===== src/rtl/regfile_pkg.sv =====
// Shared types and default sizes for the parameterised register file.
package regfile_pkg;

    typedef enum logic {
        IDLE  = 1'b0,
        CLEAR = 1'b1
    } regfile_state_t;

    localparam int RF_DW_DEF    = 8;
    localparam int RF_DEPTH_DEF = 4;

endpackage


===== src/rtl/regfile_clear_seq.sv =====
// Clear sequencer: sweeps one register-file entry per cycle after a clr request.
// busy, clr_we and clr_addr are decoded directly from flops.
module regfile_clear_seq
    import regfile_pkg::*;
#(
    parameter  int DEPTH = RF_DEPTH_DEF,
    localparam int AW    = $clog2(DEPTH)
) (
    input  logic          CLK,
    input  logic          reset,
    input  logic          clr,
    output logic          busy,
    output logic          clr_we,
    output logic [AW-1:0] clr_addr
);

    localparam logic [AW-1:0] LAST_IDX = AW'(DEPTH - 1);

    regfile_state_t state_q, state_d;
    logic [AW-1:0]  idx_q, idx_d;

    always_comb begin
        // NOTE: every always_comb output gets a default first so no path can infer a latch.
        state_d = state_q;
        idx_d   = idx_q;
        case (state_q)
            IDLE: begin
                if (clr) begin
                    state_d = CLEAR;
                    idx_d   = '0;
                end
            end
            CLEAR: begin
                // clr is deliberately not looked at here: no restart, no extension.
                if (idx_q == LAST_IDX) begin
                    state_d = IDLE;
                    idx_d   = '0;
                end else begin
                    idx_d = idx_q + AW'(1);
                end
            end
        endcase
    end

    always_ff @(posedge CLK or negedge reset) begin
        // NOTE: state is updated with non-blocking assignments so every flop samples pre-edge values.
        if (!reset) begin
            state_q <= IDLE;
            idx_q   <= '0;
        end else begin
            state_q <= state_d;
            idx_q   <= idx_d;
        end
    end

    assign busy     = (state_q == CLEAR);
    assign clr_we   = busy;
    assign clr_addr = idx_q;

endmodule


===== src/rtl/regfile_param.sv =====
// Parameterised register file: two registered read ports, one write port, sequenced clear.
// Define REGFILE_BYPASS_EN to forward same-cycle accepted write data to the read registers.
module regfile_param
    import regfile_pkg::*;
#(
    parameter  int DW       = RF_DW_DEF,
    parameter  int DEPTH    = RF_DEPTH_DEF,
    parameter  int ZERO_REG = 0,
    localparam int AW       = $clog2(DEPTH)
) (
    input  logic          CLK,
    input  logic          reset,
    input  logic [AW-1:0] RA1,
    input  logic [AW-1:0] RA2,
    input  logic [AW-1:0] RA3,
    input  logic [DW-1:0] WD3,
    input  logic          WE3,
    input  logic          clr,
    output logic [DW-1:0] RD1,
    output logic [DW-1:0] RD2,
    output logic          busy,
    output logic          wr_err
);

    logic [DW-1:0] mem_q [DEPTH];
    logic [DW-1:0] mem_d [DEPTH];
    logic [DW-1:0] rd1_q, rd1_d;
    logic [DW-1:0] rd2_q, rd2_d;
    logic          wr_err_q, wr_err_d;
    logic          clr_we;
    logic [AW-1:0] clr_addr;
    logic          wr_acc;

    // An address names real storage: inside the array and not the hard-wired zero entry.
    function automatic logic addr_live(input logic [AW-1:0] a);
        return (32'(a) < DEPTH) && !((ZERO_REG != 0) && (a == '0));
    endfunction

    regfile_clear_seq #(
        .DEPTH (DEPTH)
    ) u_clear_seq (
        .CLK      (CLK),
        .reset    (reset),
        .clr      (clr),
        .busy     (busy),
        .clr_we   (clr_we),
        .clr_addr (clr_addr)
    );

    assign wr_acc   = WE3 && !busy && addr_live(RA3);
    assign wr_err_d = WE3 && !wr_acc;

    // The sweep owns the write port while busy; wr_acc is already blocked then.
    always_comb begin
        mem_d = mem_q;
        if (clr_we) begin
            mem_d[clr_addr] = '0;
        end else if (wr_acc) begin
            mem_d[RA3] = WD3;
        end
    end

    always_comb begin
        rd1_d = '0;
        rd2_d = '0;
        if (addr_live(RA1)) rd1_d = mem_q[RA1];
        if (addr_live(RA2)) rd2_d = mem_q[RA2];
`ifdef REGFILE_BYPASS_EN
        if (wr_acc && (RA3 == RA1)) rd1_d = WD3;
        if (wr_acc && (RA3 == RA2)) rd2_d = WD3;
`endif
    end

    always_ff @(posedge CLK or negedge reset) begin
        if (!reset) begin
            // NOTE: the array is reset here because the block must come out of reset reading all zeros.
            for (int i = 0; i < DEPTH; i++) mem_q[i] <= '0;
            rd1_q    <= '0;
            rd2_q    <= '0;
            wr_err_q <= 1'b0;
        end else begin
            mem_q    <= mem_d;
            rd1_q    <= rd1_d;
            rd2_q    <= rd2_d;
            wr_err_q <= wr_err_d;
        end
    end

    assign RD1    = rd1_q;
    assign RD2    = rd2_q;
    assign wr_err = wr_err_q;

endmodule


===== config.mk =====
export PLATFORM = sky130hd
export DESIGN_NAME = regfile_param
export DESIGN_NICKNAME = d
export VERILOG_FILES = /design/src/rtl/regfile_pkg.sv /design/src/rtl/regfile_clear_seq.sv /design/src/rtl/regfile_param.sv
export SDC_FILE = /design/constraint.sdc
export NUM_CORES = 1
export LEC_CHECK = 0
export ABC_AREA = 1
export BUFFER_PORTS_ARGS = -buffer_cell sky130_fd_sc_hd__buf_2
export CAP_MARGIN = 25
export CORE_UTILIZATION = 60
export CTS_BUF_LIST = sky130_fd_sc_hd__clkbuf_16
export DETAILED_ROUTE_END_ITERATION = 10
export GPL_TIMING_DRIVEN = 0
export HOLD_SLACK_MARGIN = 0.08
export PLACE_DENSITY_LB_ADDON = 0.25
export SETUP_SLACK_MARGIN = 0.3
export SLEW_MARGIN = 0
export SYNTH_ARGS = -nofsm -noshare
export SYNTH_HDL_FRONTEND = slang
export SYNTH_SLANG_ARGS = --single-unit

===== constraint.sdc =====
create_clock -name CLK -period 2.75 [get_ports CLK]
set_clock_uncertainty 0.1 [all_clocks]
set_input_delay 0.55 -clock CLK [delete_from_list [all_inputs] [get_ports CLK]]
set_output_delay 0.55 -clock CLK [all_outputs]
set_load 0.005 [all_outputs]

==> flow_metrics.env <==
export IMPL_status="complete, no violations"
export IMPL_drv_slew=0
export IMPL_gr_total_overflow=0
export IMPL_finalSetupViolations=0
export IMPL_seq_area_frac_synth_pct=50.6
export IMPL_netlist_area_um2=2570
export IMPL_die_h_um=67.5
export IMPL_postCtsSetupRepairBufs=0
export IMPL_worst_path_largest_cell_delay_ps=430
export IMPL_ctsRootBufferMaster="clkbuf_16"
export IMPL_path_clk_slew_ps=70
export IMPL_path_cells="buf_2"
export IMPL_regArea_um2=1300
export IMPL_grt_max_degree=38
export IMPL_fin_crit_ps=1510
export IMPL_tightest_slew_ps=369
export IMPL_place_area_um2=2820
export IMPL_first_pass_iters=5
export IMPL_initial_utilization_pct=63.4
export IMPL_hold_class="reg2reg"
export IMPL_gp_congestion=0.937
export IMPL_routed_wirelength_mm=6.04
export IMPL_intPower_mw=1.61
export IMPL_die_area_um2=4560
export IMPL_drtIter0Drc=188
export IMPL_areaGrowthSynthToFinish_pct=15.6
export IMPL_period_share_pct=55.0
export IMPL_power_frac_comb_pct=30.5
export IMPL_fp_dieW_um=67.5
export IMPL_vdd_drop_max_v=0.000564
export IMPL_cpLargestDelayFamily="flip-flops"
export IMPL_drcViolationCount=0
export IMPL_tns_ps=0
export IMPL_cts_repair_resized=0
export IMPL_yosysTopAreaCellShare_pct=50.6
export IMPL_syn_nets=345
export IMPL_endpoint_kind="primary output"
export IMPL_final_hold_violation_count=0
export IMPL_p_switching_mw=0.896
export IMPL_drt_antenna_violating_nets=0
export IMPL_cap_viol_max_count=0
export IMPL_io_buffers=33
export IMPL_viasPerCell=5.41
export IMPL_yosysTopAreaCell="dfrtp_1"
export IMPL_powerDensity_nw_per_um2=844
export IMPL_cts_tree="built"
export IMPL_max_freq_ghz=0.661
export IMPL_rows=23
export IMPL_worst_path_buf_inv=1
export IMPL_crit_path_start_kind="register"
export IMPL_routedWlPerCell_um=14.6
export IMPL_grt_antenna_before_repair=0
export IMPL_cts_hold_buf=1
export IMPL_ios=36
export IMPL_grt_pass1_wl_mm=9.74
export IMPL_synthCells=322
export IMPL_clk_latency_ps=290
export IMPL_drive_gt1_share_pct=16.7
export IMPL_maxSlewHeadroom_pct=75.4
export IMPL_reg2regPathDepth=5
export IMPL_cts_buffers_inserted=5
export IMPL_cp_depth=1
export IMPL_p_leak_nw=1.62
export IMPL_grt_usage_pct=29.8
export IMPL_h_tree_depth=2
export IMPL_ys_ff_latch=52
export IMPL_num_fill_cells=322
export IMPL_worstPathArrival_ps=860
export IMPL_cts_sinks=52
export IMPL_synth_area_leaders="dfrtp_1, nand2_1, nand3_1"
export IMPL_crit_path_top_delay_cell="dfrtp_1"
export IMPL_path_max_fanout=3
export IMPL_synth_distinct_cells=19
export IMPL_cts_buffer_depth=2
export IMPL_p_total_mw=2.51
export IMPL_diodes=0
export IMPL_vias=2246
export IMPL_final_area_um2=2970
export IMPL_multi_input_comb_area_um2=1100
export IMPL_layout_nets=387
export IMPL_first_global_vias=1998
export IMPL_syn_avg_cell_area_um2=7.99
export IMPL_p_sw_share_pct=35.7
export IMPL_required_ps=2100
export IMPL_hpwlAfterDp_mm=4.56
export IMPL_rsz0062_at_grt="false"
export IMPL_hold_path_depth=2
export IMPL_ys_warn_count=0
export IMPL_clkPwrFrac_pct=24.0
export IMPL_critical_path_class="reg2out"
export IMPL_core_region_area_um2=4060
export IMPL_sequentialPowerShare_pct=45.5
==> cell type report <==
cell class	count	area share (%)
Clock inverter	3	0.589
Inverter	24	3.07
Sequential cell	52	43.8
Tap cell	50	2.10
Timing Repair Buffer	35	6.56
Multi-Input combinational cell	233	36.9
Buffer	13	2.82
Clock buffer	5	4.21
==> power by group through the flow <==
| stage | clock, mW | sequential, mW | combinational (mW) |
|---|---|---|---|
| detailed placement | 0 | 1.15 | 0.760 |
| finish | 0.602 | 1.14 | 0.765 |
| CTS | 0.612 | 1.14 | 0.767 |
| floorplan | 0 | 1.13 | 0.503 |
| global placement | 0 | 1.14 | 0.731 |
| global route | 0.639 | 1.17 | 0.877 |
==> kinds of logic (layout without fill, tap and decap cells) <==
kind of cell	count (synthesis)	count (layout)	synth area share, %
AOI/OAI and AO/OA	35	35	6.90
buffers and inverters	37	80	6.81
DFF	52	52	50.6
adders and majority gates	5	5	2.43
and+or+nand+nor	193	193	33.3
==> synthesized netlist by cell type <==
cell / number
nand2_1: 120
nand3_1: 64
dfrtp_1: 52
o21ai_0: 32
inv_1: 22
buf_2: 7
ha_1: 5
nand2_2: 4
buf_6: 3
clkbuf_1: 2
nor2_8: 2
o21ai_1: 2
a21boi_1: 1
buf_4: 1
clkinv_2: 1
inv_2: 1
nor2_1: 1
nor2_4: 1
or2_1: 1
==> layout by cell type, fill, tap and decap left out <==
cell type / n
nor2_8: 2
nand2_2: 4
inv_6: 1
inv_1: 22
nor2_4: 1
nand2_1: 120
dfrtp_1: 52
clkbuf_1: 2
or2_1: 1
a21boi_1: 1
nor2_1: 1
o21ai_1: 2
ha_1: 5
o21ai_0: 32
buf_4: 1
clkinv_2: 2
buf_2: 40
nand3_1: 64
inv_2: 1
clkbuf_16: 5
dlygate4sd3_1: 1
clkinv_1: 1
buf_12: 1
buf_6: 3
==> per-stage QoR <==
| step | worst slack (ps) | std cells | utilization, % | hold WS, ps |
|---|---|---|---|---|
| CTS | 1230 | 415 | 73.3 | 403 |
| global placement | 1130 | 405 | 69.0 | 382 |
| finish | 1240 | 415 | 73.3 | 402 |
| floorplan | 1480 | 322 | - | 154 |
| detailed placement | 1240 | 406 | 69.5 | 374 |
| global route | 1210 | 415 | 73.3 | 412 |
==> registers in the layout, indices dropped and copies added (netlist names) <==
signal	count
RD1	8
RD2	8
u_clear_seq.busy	1
u_clear_seq.clr_addr	2
wr_err	1
mem_q	32
==> per-layer routing <==
metal / GRT usage, % / share of wire (%)
met5: 0 / 0
met4: 12.5 / 2.3
met3: 4.56 / 6.0
met2: 47.0 / 48
met1: 40.4 / 44
==> worst paths after layout <==
path / startpoint / to / slack (ps)
min: mem_q[30] / mem_q[30] / 400
max in group asynchronous: reset / mem_q[21] / 1460
max: u_clear_seq.busy / busy / 1240
min in group asynchronous: reset / RD2[5] / 600
min reg2reg: mem_q[30] / mem_q[30] / 400
max reg2reg: u_clear_seq.clr_addr[1] / mem_q[16] / 1440
Power figures use the tool's default switching activity.
